**config.mk**
```make
export PLATFORM = sky130hd
export DESIGN_NAME = pipe_io_poller
export DESIGN_NICKNAME = d
export VERILOG_FILES = /design/src/rtl/pipe_io_pkg.sv /design/src/rtl/seg7_encoder.sv /design/src/rtl/pipe_io_poller.sv
export SDC_FILE = /design/constraint.sdc
export NUM_CORES = 1
export LEC_CHECK = 0
export CAP_MARGIN = 10
export CORE_UTILIZATION = 40
export CTS_CLUSTER_SIZE = 28
export DETAILED_ROUTE_END_ITERATION = 8
export PLACE_DENSITY_LB_ADDON = 0.2
export SKIP_LAST_GASP = 1
export SLEW_MARGIN = 10
export SYNTH_ARGS = -nofsm -noshare
export SYNTH_HDL_FRONTEND = slang
export SYNTH_SLANG_ARGS = --single-unit
```
**constraint.sdc**
```tcl
create_clock -name dmem_clk -period 2.79 [get_ports dmem_clk]
set_input_delay 0.558 -clock dmem_clk [delete_from_list [all_inputs] [get_ports dmem_clk]]
set_output_delay 0.558 -clock dmem_clk [all_outputs]
set_load 0.01 [all_outputs]
```
**src/rtl/pipe_io_pkg.sv**
```systemverilog
// rtl/pipe_io_pkg.sv - MMIO addresses, FSM state encoding and 7-seg constants for pipe_io_poller
package pipe_io_pkg;

    localparam logic [31:0] MMIO_SW   = 32'hffff_ff00;
    localparam logic [31:0] MMIO_KEY  = 32'hffff_ff10;
    localparam logic [31:0] MMIO_HEX0 = 32'hffff_ff20;
    localparam logic [31:0] MMIO_HEX1 = 32'hffff_ff30;
    localparam logic [31:0] MMIO_HEX2 = 32'hffff_ff40;
    localparam logic [31:0] MMIO_HEX3 = 32'hffff_ff50;
    localparam logic [31:0] MMIO_HEX4 = 32'hffff_ff60;
    localparam logic [31:0] MMIO_HEX5 = 32'hffff_ff70;
    localparam logic [31:0] MMIO_LED  = 32'hffff_ff80;

    // All segments off (active-low)
    localparam logic [6:0] SEG_BLANK = 7'b1111111;

    typedef enum logic [3:0] {
        ST_IDLE,
        ST_REQ,
        ST_RD_SW,
        ST_RD_SW_W,
        ST_RD_KEY,
        ST_RD_KEY_W,
        ST_WR_H0,
        ST_WR_H1,
        ST_WR_H2,
        ST_WR_H5,
        ST_WR_LED,
        ST_DONE
    } state_e;

endpackage

```
**src/rtl/seg7_encoder.sv**
```systemverilog
// rtl/seg7_encoder.sv - combinational hex digit to active-low 7-segment pattern (bit0 = segment a)
module seg7_encoder
    import pipe_io_pkg::*;
(
    input  logic [3:0] hex_i,
    output logic [6:0] seg_o
);

    // Segment lookup, one pattern per hex digit
    always_comb begin
        seg_o = SEG_BLANK;
        case (hex_i)
            4'h0: seg_o = 7'b1000000;
            4'h1: seg_o = 7'b1111001;
            4'h2: seg_o = 7'b0100100;
            4'h3: seg_o = 7'b0110000;
            4'h4: seg_o = 7'b0011001;
            4'h5: seg_o = 7'b0010010;
            4'h6: seg_o = 7'b0000010;
            4'h7: seg_o = 7'b1111000;
            4'h8: seg_o = 7'b0000000;
            4'h9: seg_o = 7'b0010000;
            4'hA: seg_o = 7'b0001000;
            4'hB: seg_o = 7'b0000011;
            4'hC: seg_o = 7'b1000110;
            4'hD: seg_o = 7'b0100001;
            4'hE: seg_o = 7'b0000110;
            4'hF: seg_o = 7'b0001110;
            default: seg_o = SEG_BLANK;
        endcase
    end

endmodule

```
**src/rtl/pipe_io_poller.sv**
```systemverilog
// rtl/pipe_io_poller.sv - periodic MMIO bus initiator polling switches/keys and driving 7-seg digits (optional LED write: PIPE_IO_POLLER_LED_EN)
module pipe_io_poller
    import pipe_io_pkg::*;
#(
    parameter int PERIOD = 50000,
    parameter int CNT_W  = 16
) (
    input  logic        dmem_clk,
    input  logic        resetn,
    input  logic        bus_gnt,
    input  logic [31:0] dataout,
    output logic        bus_req,
    output logic [31:0] addr,
    output logic [31:0] datain,
    output logic        we,
    output logic [3:0]  key_count,
    output logic        busy
);

    localparam logic [CNT_W-1:0] PERIOD_LAST = CNT_W'(PERIOD - 1);

    state_e           state_q, state_d;
    logic [CNT_W-1:0] cnt_q, cnt_d;
    logic [9:0]       sw_q, sw_d;
    logic [2:0]       key_q, key_d;
    logic [3:0]       key_count_q, key_count_d;
    logic             bus_req_q, bus_req_d;
    logic [31:0]      addr_q, addr_d;
    logic [31:0]      datain_q, datain_d;
    logic             we_q, we_d;
    logic [3:0]       seg_nib;
    logic [6:0]       seg_pat;
    logic             gnt_lost;

    // Only sw[9:0] and key[3:1] carry information in the read data
    logic unused_dataout;
    assign unused_dataout = ^{dataout[31:10], dataout[0]};

    seg7_encoder u_seg (
        .hex_i (seg_nib),
        .seg_o (seg_pat)
    );

    // Losing the grant mid-burst aborts the transaction; the request phase just waits
    assign gnt_lost = !bus_gnt && (state_q inside {ST_RD_SW, ST_RD_SW_W, ST_RD_KEY,
                                   ST_RD_KEY_W, ST_WR_H0, ST_WR_H1, ST_WR_H2,
                                   ST_WR_H5, ST_WR_LED});

    // Next state, period counter and captured read data
    always_comb begin
        state_d     = state_q;
        cnt_d       = '0;
        sw_d        = sw_q;
        key_d       = key_q;
        key_count_d = key_count_q;
        case (state_q)
            ST_IDLE: begin
                if (cnt_q == PERIOD_LAST) begin
                    state_d = ST_REQ;
                end else begin
                    cnt_d = cnt_q + 1'b1;
                end
            end
            ST_REQ:      if (bus_gnt) state_d = ST_RD_SW;
            ST_RD_SW:    state_d = ST_RD_SW_W;
            ST_RD_SW_W: begin
                sw_d    = dataout[9:0];
                state_d = ST_RD_KEY;
            end
            ST_RD_KEY:   state_d = ST_RD_KEY_W;
            ST_RD_KEY_W: begin
                // Keys are active-low: a press is any bit going 1 -> 0; count once per poll
                key_d = dataout[3:1];
                if (|(key_q & ~dataout[3:1])) begin
                    key_count_d = key_count_q + 4'd1;
                end
                state_d = ST_WR_H0;
            end
            ST_WR_H0:    state_d = ST_WR_H1;
            ST_WR_H1:    state_d = ST_WR_H2;
            ST_WR_H2:    state_d = ST_WR_H5;
`ifdef PIPE_IO_POLLER_LED_EN
            ST_WR_H5:    state_d = ST_WR_LED;
            ST_WR_LED:   state_d = ST_DONE;
`else
            ST_WR_H5:    state_d = ST_DONE;
`endif
            ST_DONE:     state_d = ST_IDLE;
            default:     state_d = ST_IDLE;
        endcase
        if (gnt_lost) begin
            state_d     = ST_IDLE;
            sw_d        = sw_q;
            key_d       = key_q;
            key_count_d = key_count_q;
        end
    end

    // Digit feeding the shared encoder, chosen by the write about to be issued
    always_comb begin
        seg_nib = sw_q[3:0];
        case (state_d)
            ST_WR_H1: seg_nib = sw_q[7:4];
            ST_WR_H2: seg_nib = {2'b00, sw_q[9:8]};
            ST_WR_H5: seg_nib = key_count_q;
            default:  seg_nib = sw_q[3:0];
        endcase
    end

    // Bus outputs are registered alongside the state they belong to
    always_comb begin
        bus_req_d = 1'b0;
        addr_d    = 32'h0;
        datain_d  = 32'h0;
        we_d      = 1'b0;
        case (state_d)
            ST_REQ: bus_req_d = 1'b1;
            ST_RD_SW, ST_RD_SW_W: begin
                bus_req_d = 1'b1;
                addr_d    = MMIO_SW;
            end
            ST_RD_KEY, ST_RD_KEY_W: begin
                bus_req_d = 1'b1;
                addr_d    = MMIO_KEY;
            end
            ST_WR_H0, ST_WR_H1, ST_WR_H2, ST_WR_H5: begin
                bus_req_d = 1'b1;
                we_d      = 1'b1;
                datain_d  = {25'b0, seg_pat};
                addr_d    = (state_d == ST_WR_H0) ? MMIO_HEX0 :
                            (state_d == ST_WR_H1) ? MMIO_HEX1 :
                            (state_d == ST_WR_H2) ? MMIO_HEX2 : MMIO_HEX5;
            end
`ifdef PIPE_IO_POLLER_LED_EN
            ST_WR_LED: begin
                bus_req_d = 1'b1;
                we_d      = 1'b1;
                addr_d    = MMIO_LED;
                datain_d  = {22'b0, sw_q};
            end
`endif
            default: ;
        endcase
    end

    // State and output registers
    always_ff @(posedge dmem_clk or negedge resetn) begin
        if (!resetn) begin
            state_q     <= ST_IDLE;
            cnt_q       <= '0;
            sw_q        <= 10'h0;
            key_q       <= 3'b111;
            key_count_q <= 4'h0;
            bus_req_q   <= 1'b0;
            addr_q      <= 32'h0;
            datain_q    <= 32'h0;
            we_q        <= 1'b0;
        end else begin
            state_q     <= state_d;
            cnt_q       <= cnt_d;
            sw_q        <= sw_d;
            key_q       <= key_d;
            key_count_q <= key_count_d;
            bus_req_q   <= bus_req_d;
            addr_q      <= addr_d;
            datain_q    <= datain_d;
            we_q        <= we_d;
        end
    end

    assign bus_req   = bus_req_q;
    assign addr      = addr_q;
    assign datain    = datain_q;
    assign we        = we_q;
    assign key_count = key_count_q;
    assign busy      = (state_q != ST_IDLE);

endmodule
```
==> After elaboration in Yosys (flattened, before gate mapping) <==
Memory sizes are Yosys's and may differ from the RTL's.
Cells that the tools add are included.
Widths: inputs -> output; s select.
{ "word_totals": {"output_inout_bits": 71, "regBits": 103, "mem_count": 1, "wordCells": 62, "rom_bits": 112} }
{ "memory_table": {"columns": ["name", "words", "word_bits", "read_ports", "rd_clocked_by_memory_dff", "write_ports", "line_no", "text"], "rows": [
  ["(no name shown)", 16, 7, 1, 0, 0, "seg7_encoder.sv:12", "case (hex_i)"]
]} }
{ "classes": {"n_bitwise": 3, "n_eq_ne": 20, "muxes": 14, "n_reduce_logical": 13, "n_addsub": 2} }
{ "ops": {"columns": ["operator", "n"], "rows": [
  ["$pmux 32 s3", 1],
  ["$pmux 4 s10", 1],
  ["$eq 4x3->1 const B", 8],
  ["$mux 16", 2],
  ["$mux 7", 3],
  ["$eq 4x4->1 const B", 5],
  ["$add 16x1->16 const B", 1],
  ["$eq 16x16->1 const B", 1],
  ["$eq 4x2->1 const B", 4],
  ["$mux 4", 3],
  ["$pmux 4 s3", 1],
  ["$reduce_bool 9->1", 1],
  ["$reduce_or 9->1", 1],
  ["$eq 4x1->1 const B", 2],
  ["$mux 6", 1],
  ["$add 4x1->4 const B", 1],
  ["$logic_not 4->1", 1],
  ["$reduce_and 2->1", 2],
  ["$reduce_bool 4->1", 1],
  ["$reduce_or 2->1", 2],
  ["$reduce_or 4->1", 1],
  ["$and 3x3->3", 1],
  ["$not 3->3", 1],
  ["$reduce_and 3->1", 1],
  ["5 further kinds", 6]
]} }

==> Depth between registers and ports, before layout <==
Gate-level depths: netlist (run 1).
{ "logic_depth": {"depth_word": 9, "depth_mapped": 9, "ltp_nobuf": 8} }

==> By module <==
A second synthesis (run 1) with hierarchy kept.
{ "hier_totals": {"hier_cells": 294, "area_unflattened_um2": 3095.5} }
{ "modules_own_cells": {"columns": ["mod", "n_inst", "cells_per_inst", "area_each_um2"], "rows": [
  ["pipe_io_poller", 1, 262, 2820.2],
  ["seg7_encoder", 1, 32, 275.3]
]} }

==> Worst setup path before layout (run 1) <==
Ideal clock, no wire load.
{ "synth_timing": {"path_type": "register to register", "startpoint": "register state_q[1]", "endpoint": "register datain_q[2], in the netlist datain[2]", "t_required_ns": 2.713, "arrival_ns": 2.081, "path_stages_with_launch": 8, "slack_ns": 0.632, "path_cell_list": "dfrtp_1 nor4b_4 a21boi_2 a221oi_4 inv_1 ha_1 or3_1 a21oi_1"} }
{ "synth_between": {"elab_chain_len": 8} }
{ "synth_lines": {"columns": ["item", "line_no", "text"], "rows": [
  ["start: declaration", "pipe_io_poller.sv:22", "state_e state_q, state_d;"],
  ["start signal: assignment", "pipe_io_poller.sv:159", "state_q <= state_d;"],
  ["$eq 4x2->1 (tied with other cells)", "pipe_io_poller.sv:45, pipe_io_poller.sv:56", null],
  ["$reduce_bool 9->1", "pipe_io_poller.sv:45", "assign gnt_lost = !bus_gnt && (state_q inside {ST_RD_SW, ST_RD_SW_W, ST_RD_KEY,"],
  ["$logic_and 1x1->1", "pipe_io_poller.sv:45", null],
  ["$mux 4 *", "pipe_io_poller.sv:91", "if (gnt_lost) begin"],
  ["$eq 4x4->1 / $eq 4x3->1 (equally long branches)", "pipe_io_poller.sv:102, pipe_io_poller.sv:116", null],
  ["$pmux 4 s3", "pipe_io_poller.sv:102", "case (state_d)"],
  ["$mem_v2 16x7", null, null],
  ["$mux 7 *", "pipe_io_poller.sv:116", "case (state_d)"],
  ["named net datain_d[2]", "pipe_io_poller.sv:29", "logic [31:0] datain_q, datain_d;"],
  ["end signal: assignment", "pipe_io_poller.sv:166", "datain_q <= datain_d;"],
  ["end: declaration", "pipe_io_poller.sv:29", null]
]} }
Mark *: on every way through the listed nets, which the timed path passes. The rest lies on a longest branch.
A chain may end at the register's enable or synchronous reset.

==> Worst setup path in the final report (run 1) <==
{ "layout_timing": {"startpoint": "register state_q[0]", "endpoint": "output port busy"} }
{ "layout_between": {"elab_chain_len": 1} }
{ "layout_lines": {"columns": ["item", "line_no", "text"], "rows": [
  ["$reduce_bool 4->1", "pipe_io_poller.sv:176", "assign busy = (state_q != ST_IDLE);"],
  ["end: declaration", "pipe_io_poller.sv:17", "output logic busy"]
]} }
No other way between the ends.

==> out/metrics.yaml, run 1 <==
synth_flop_cell: "dfrtp_1"
hold_path_class: "in -> async"
critPathArrivalTime_ns: 2.12
path_max_fanout: 13
place_congestion: 0.822
hold_viol_final: 0
n_fill_cell: 677
drcViolationCount: 0
vias_per_cell: 4.76
wirelength_um: 5370
root_buffer: "clkbuf_8"
multi_input_area_um2: 1450
initial_core_util_pct: 42.1
dp_hpwl_um: 3940
die_width_um: 90.1
netlist-cell-type-count: 54
drive_gt1_share_pct: 14.5
synthArstFlopShare_pct: 100
area_growth_syn_to_layout_pct: 16.2
swShare_pct: 35.4
regArea_um2: 1250
grt_max_degree: 51
fin_crit_ns: 2.68
n_antenna_cell: 0
min_period_over_period_pct: 96.0
rsz0062_at_grt: "no"
synth_top_area_share_pct: 37.9
drv_slew: 0
cts.repair.resized: 0
start_kind: "flip-flop"
cts_buffers: 5
final_common_cell: "clkdlybuf4s50_1"
status: "finished clean"
worstSetupPathType: "reg -> out"
maxCapViolations: 0
synth_area_um2: 3110
worstMarginPinSlew_ns: 0.570
yosys.area.top_type: "dfrtp_1"
die_h_um: 90.1
grt_pass1_vias: 1800
clock-skew-final_ns: 0.00610
max_freq_mhz: 373
clock_latency_ns: 0.30
num_io_pins: 106
power_density_nw_per_um2: 794
leakage_nw: 1.63
p_int_mw: 1.85
grt_pass1_wl_um: 8960
ys_seq_area_share_pct: 40.4
antenna_found_initial: 0
peakVddDrop_mv: 0.406
ys_seq_elements: 50
cts.sinks: 50
ant_nets: 0
portBuffers: 53
yosys_warnings: 0
drt_iter0_drc: 73
worst_setup_path_end_kind: "output pin"
finalSetupTns_ns: 0
h-tree-depth: 2
clk_pin_slew_ns: 0.09
p_sw_mw: 1.01
grtUsageTotal_pct: 13.6
cts_setup_buffers: 0
synth_edf_count: 0
via_count: 2082
synth.area.top_cells: "dfrtp_1 (38%), buf_4 (13%), mux2_2 (5.1%)"
layout.nets: 381
fp.coreArea_um2: 7370
avgSynthCellArea_um2: 10.4
combPwrFrac_pct: 45.0
detail_route.wl_per_cell_um: 12.3
ff2ff_setup_slack_ns: 0.39
holdBufCountCts: 0
dr.pass1.iters: 4
cts_tree: "yes"
setup_viol: 0
slew_headroom_pct: 62.0
pwr-share-seq_pct: 37.4
syn_inst: 300
power.share.clock_pct: 17.6
cts_buffer_depth: 2
rows: 31
final_cell_mix: "clkdlybuf4s50_1 (52), dfrtp_1 (47), conb_1 (30)"
post-route-util_pct: 49.0
grt.overflow.total: 0
dieArea_um2: 8120
crit_required_ns: 2.23
[state kept, by name, summed over array words and instances, names as in the netlist]
signal and cells:
sw_q 10, key_count 4, cnt_q 16, addr 4, datain 7, key_q 3, we 1, state_q 4
bus_req 1
[metrics by stage]
| step | cell area (um^2) | std cells | hold slack, ns | setup WS (ns) | power, mW |
|---|---|---|---|---|---|
| 2_1_floorplan | 3210 | 329 | 0.262 | 0.632 | 2.06 |
| 3_3_place_gp | 3500 | 429 | 0.441 | 0.151 | 2.36 |
| 3_5_place_dp | 3500 | 429 | 0.445 | 0.125 | 2.39 |
| 4_1_cts | 3610 | 437 | 0.236 | 0.0978 | 2.90 |
| 5_1_grt | 3610 | 437 | 0.240 | 0.00393 | 3.06 |
| 6_report | 3610 | 437 | 0.226 | 0.112 | 2.86 |
[worst paths after layout]
kind | from | to | cells after the start
min in group dmem_clk | cnt_q[0] | cnt_q[0] | 1
hold / removal | resetn | cnt_q[1] | 2
setup reg to reg | state_q[3] | datain[4] | 8
max in group asynchronous | resetn | key_q[2] | 2
hold reg to reg | cnt_q[0] | cnt_q[0] | 1
setup / recovery | state_q[0] | busy | 3
[Yosys cell counts, drive strengths merged, types with 2 or more instances]
cell,number
clkbuf,3
nor2b,3
a221oi,2
o22ai,5
dfrtp,47
nand2,16
mux2i,7
mux2,15
inv,12
and2,2
or2,2
xor2,13
nand2b,5
nand3,4
and3,7
dfstp,3
nand4b,3
nor3,5
nor2,29
ha,9
o41ai,2
or3,2
and4,2
o21ai,2
buf,61
nand4,10
xnor2,6
a21oi,6
[kinds of logic after synthesis]
family	share of synthesized area, %
compound gates	8.54
xor+xnor	5.36
fa+ha+maj	3.63
buf+inv	16.4
flops	40.4
mux	7.70
other cells	0.121
simple gates	17.8
[per-layer routing]
metal	global-route usage (%)	wire length, um	vias up	share of wire, %
met1	19.7	2660	986	49
met5	0	0	-	0
met2	20.0	2370	79	44
li1	-	-	1011	-
met4	4.44	64	0	1.2
met3	3.21	285	6	5.3
[critical path, cell delays in order, from the launching register on]
cell             delay (ns)
dfrtp_1                0.57
or2_1                  0.36
or3_1                  0.39
clkdlybuf4s50_1        0.50
[power groups by stage]
stage	registers [mW]	logic (mW)	clock network (mW)
6_report	1.07	1.29	0.503
5_1_grt	1.10	1.41	0.548
4_1_cts	1.08	1.30	0.521
3_5_place_dp	1.09	1.30	0
3_3_place_gp	1.08	1.28	0
2_1_floorplan	1.04	1.02	0
[area by class of cell]
class	count	area share [%]
Sequential cell	50	34.8
Timing Repair Buffer	65	17.4
Tap cell	99	3.43
Multi-Input combinational cell	203	40.2
Clock inverter	1	0.832
Clock buffer	7	2.12
Inverter	12	1.25
No activity file was read; power rests on OpenSTA's default activity.
==> run 2: changes to the inputs <==
--- a/config.mk
+++ b/config.mk
@@ -11,7 +11,7 @@
 export DETAILED_ROUTE_END_ITERATION = 8
 export PLACE_DENSITY_LB_ADDON = 0.2
 export SKIP_LAST_GASP = 1
-export SLEW_MARGIN = 10
+export SLEW_MARGIN = 20
 export SYNTH_ARGS = -nofsm -noshare
 export SYNTH_HDL_FRONTEND = slang
 export SYNTH_SLANG_ARGS = --single-unit
==> results of run 2 <==
Same layout as run 1: the final DEF is identical, and so are final timing and power.
==> run 3: changes to the inputs <==
--- a/config.mk
+++ b/config.mk
@@ -5,7 +5,6 @@
 export SDC_FILE = /design/constraint.sdc
 export NUM_CORES = 1
 export LEC_CHECK = 0
-export CAP_MARGIN = 10
 export CORE_UTILIZATION = 40
 export CTS_CLUSTER_SIZE = 28
 export DETAILED_ROUTE_END_ITERATION = 8
==> results of run 3 <==
Same layout as run 1: the final DEF is identical, and so are final timing and power.
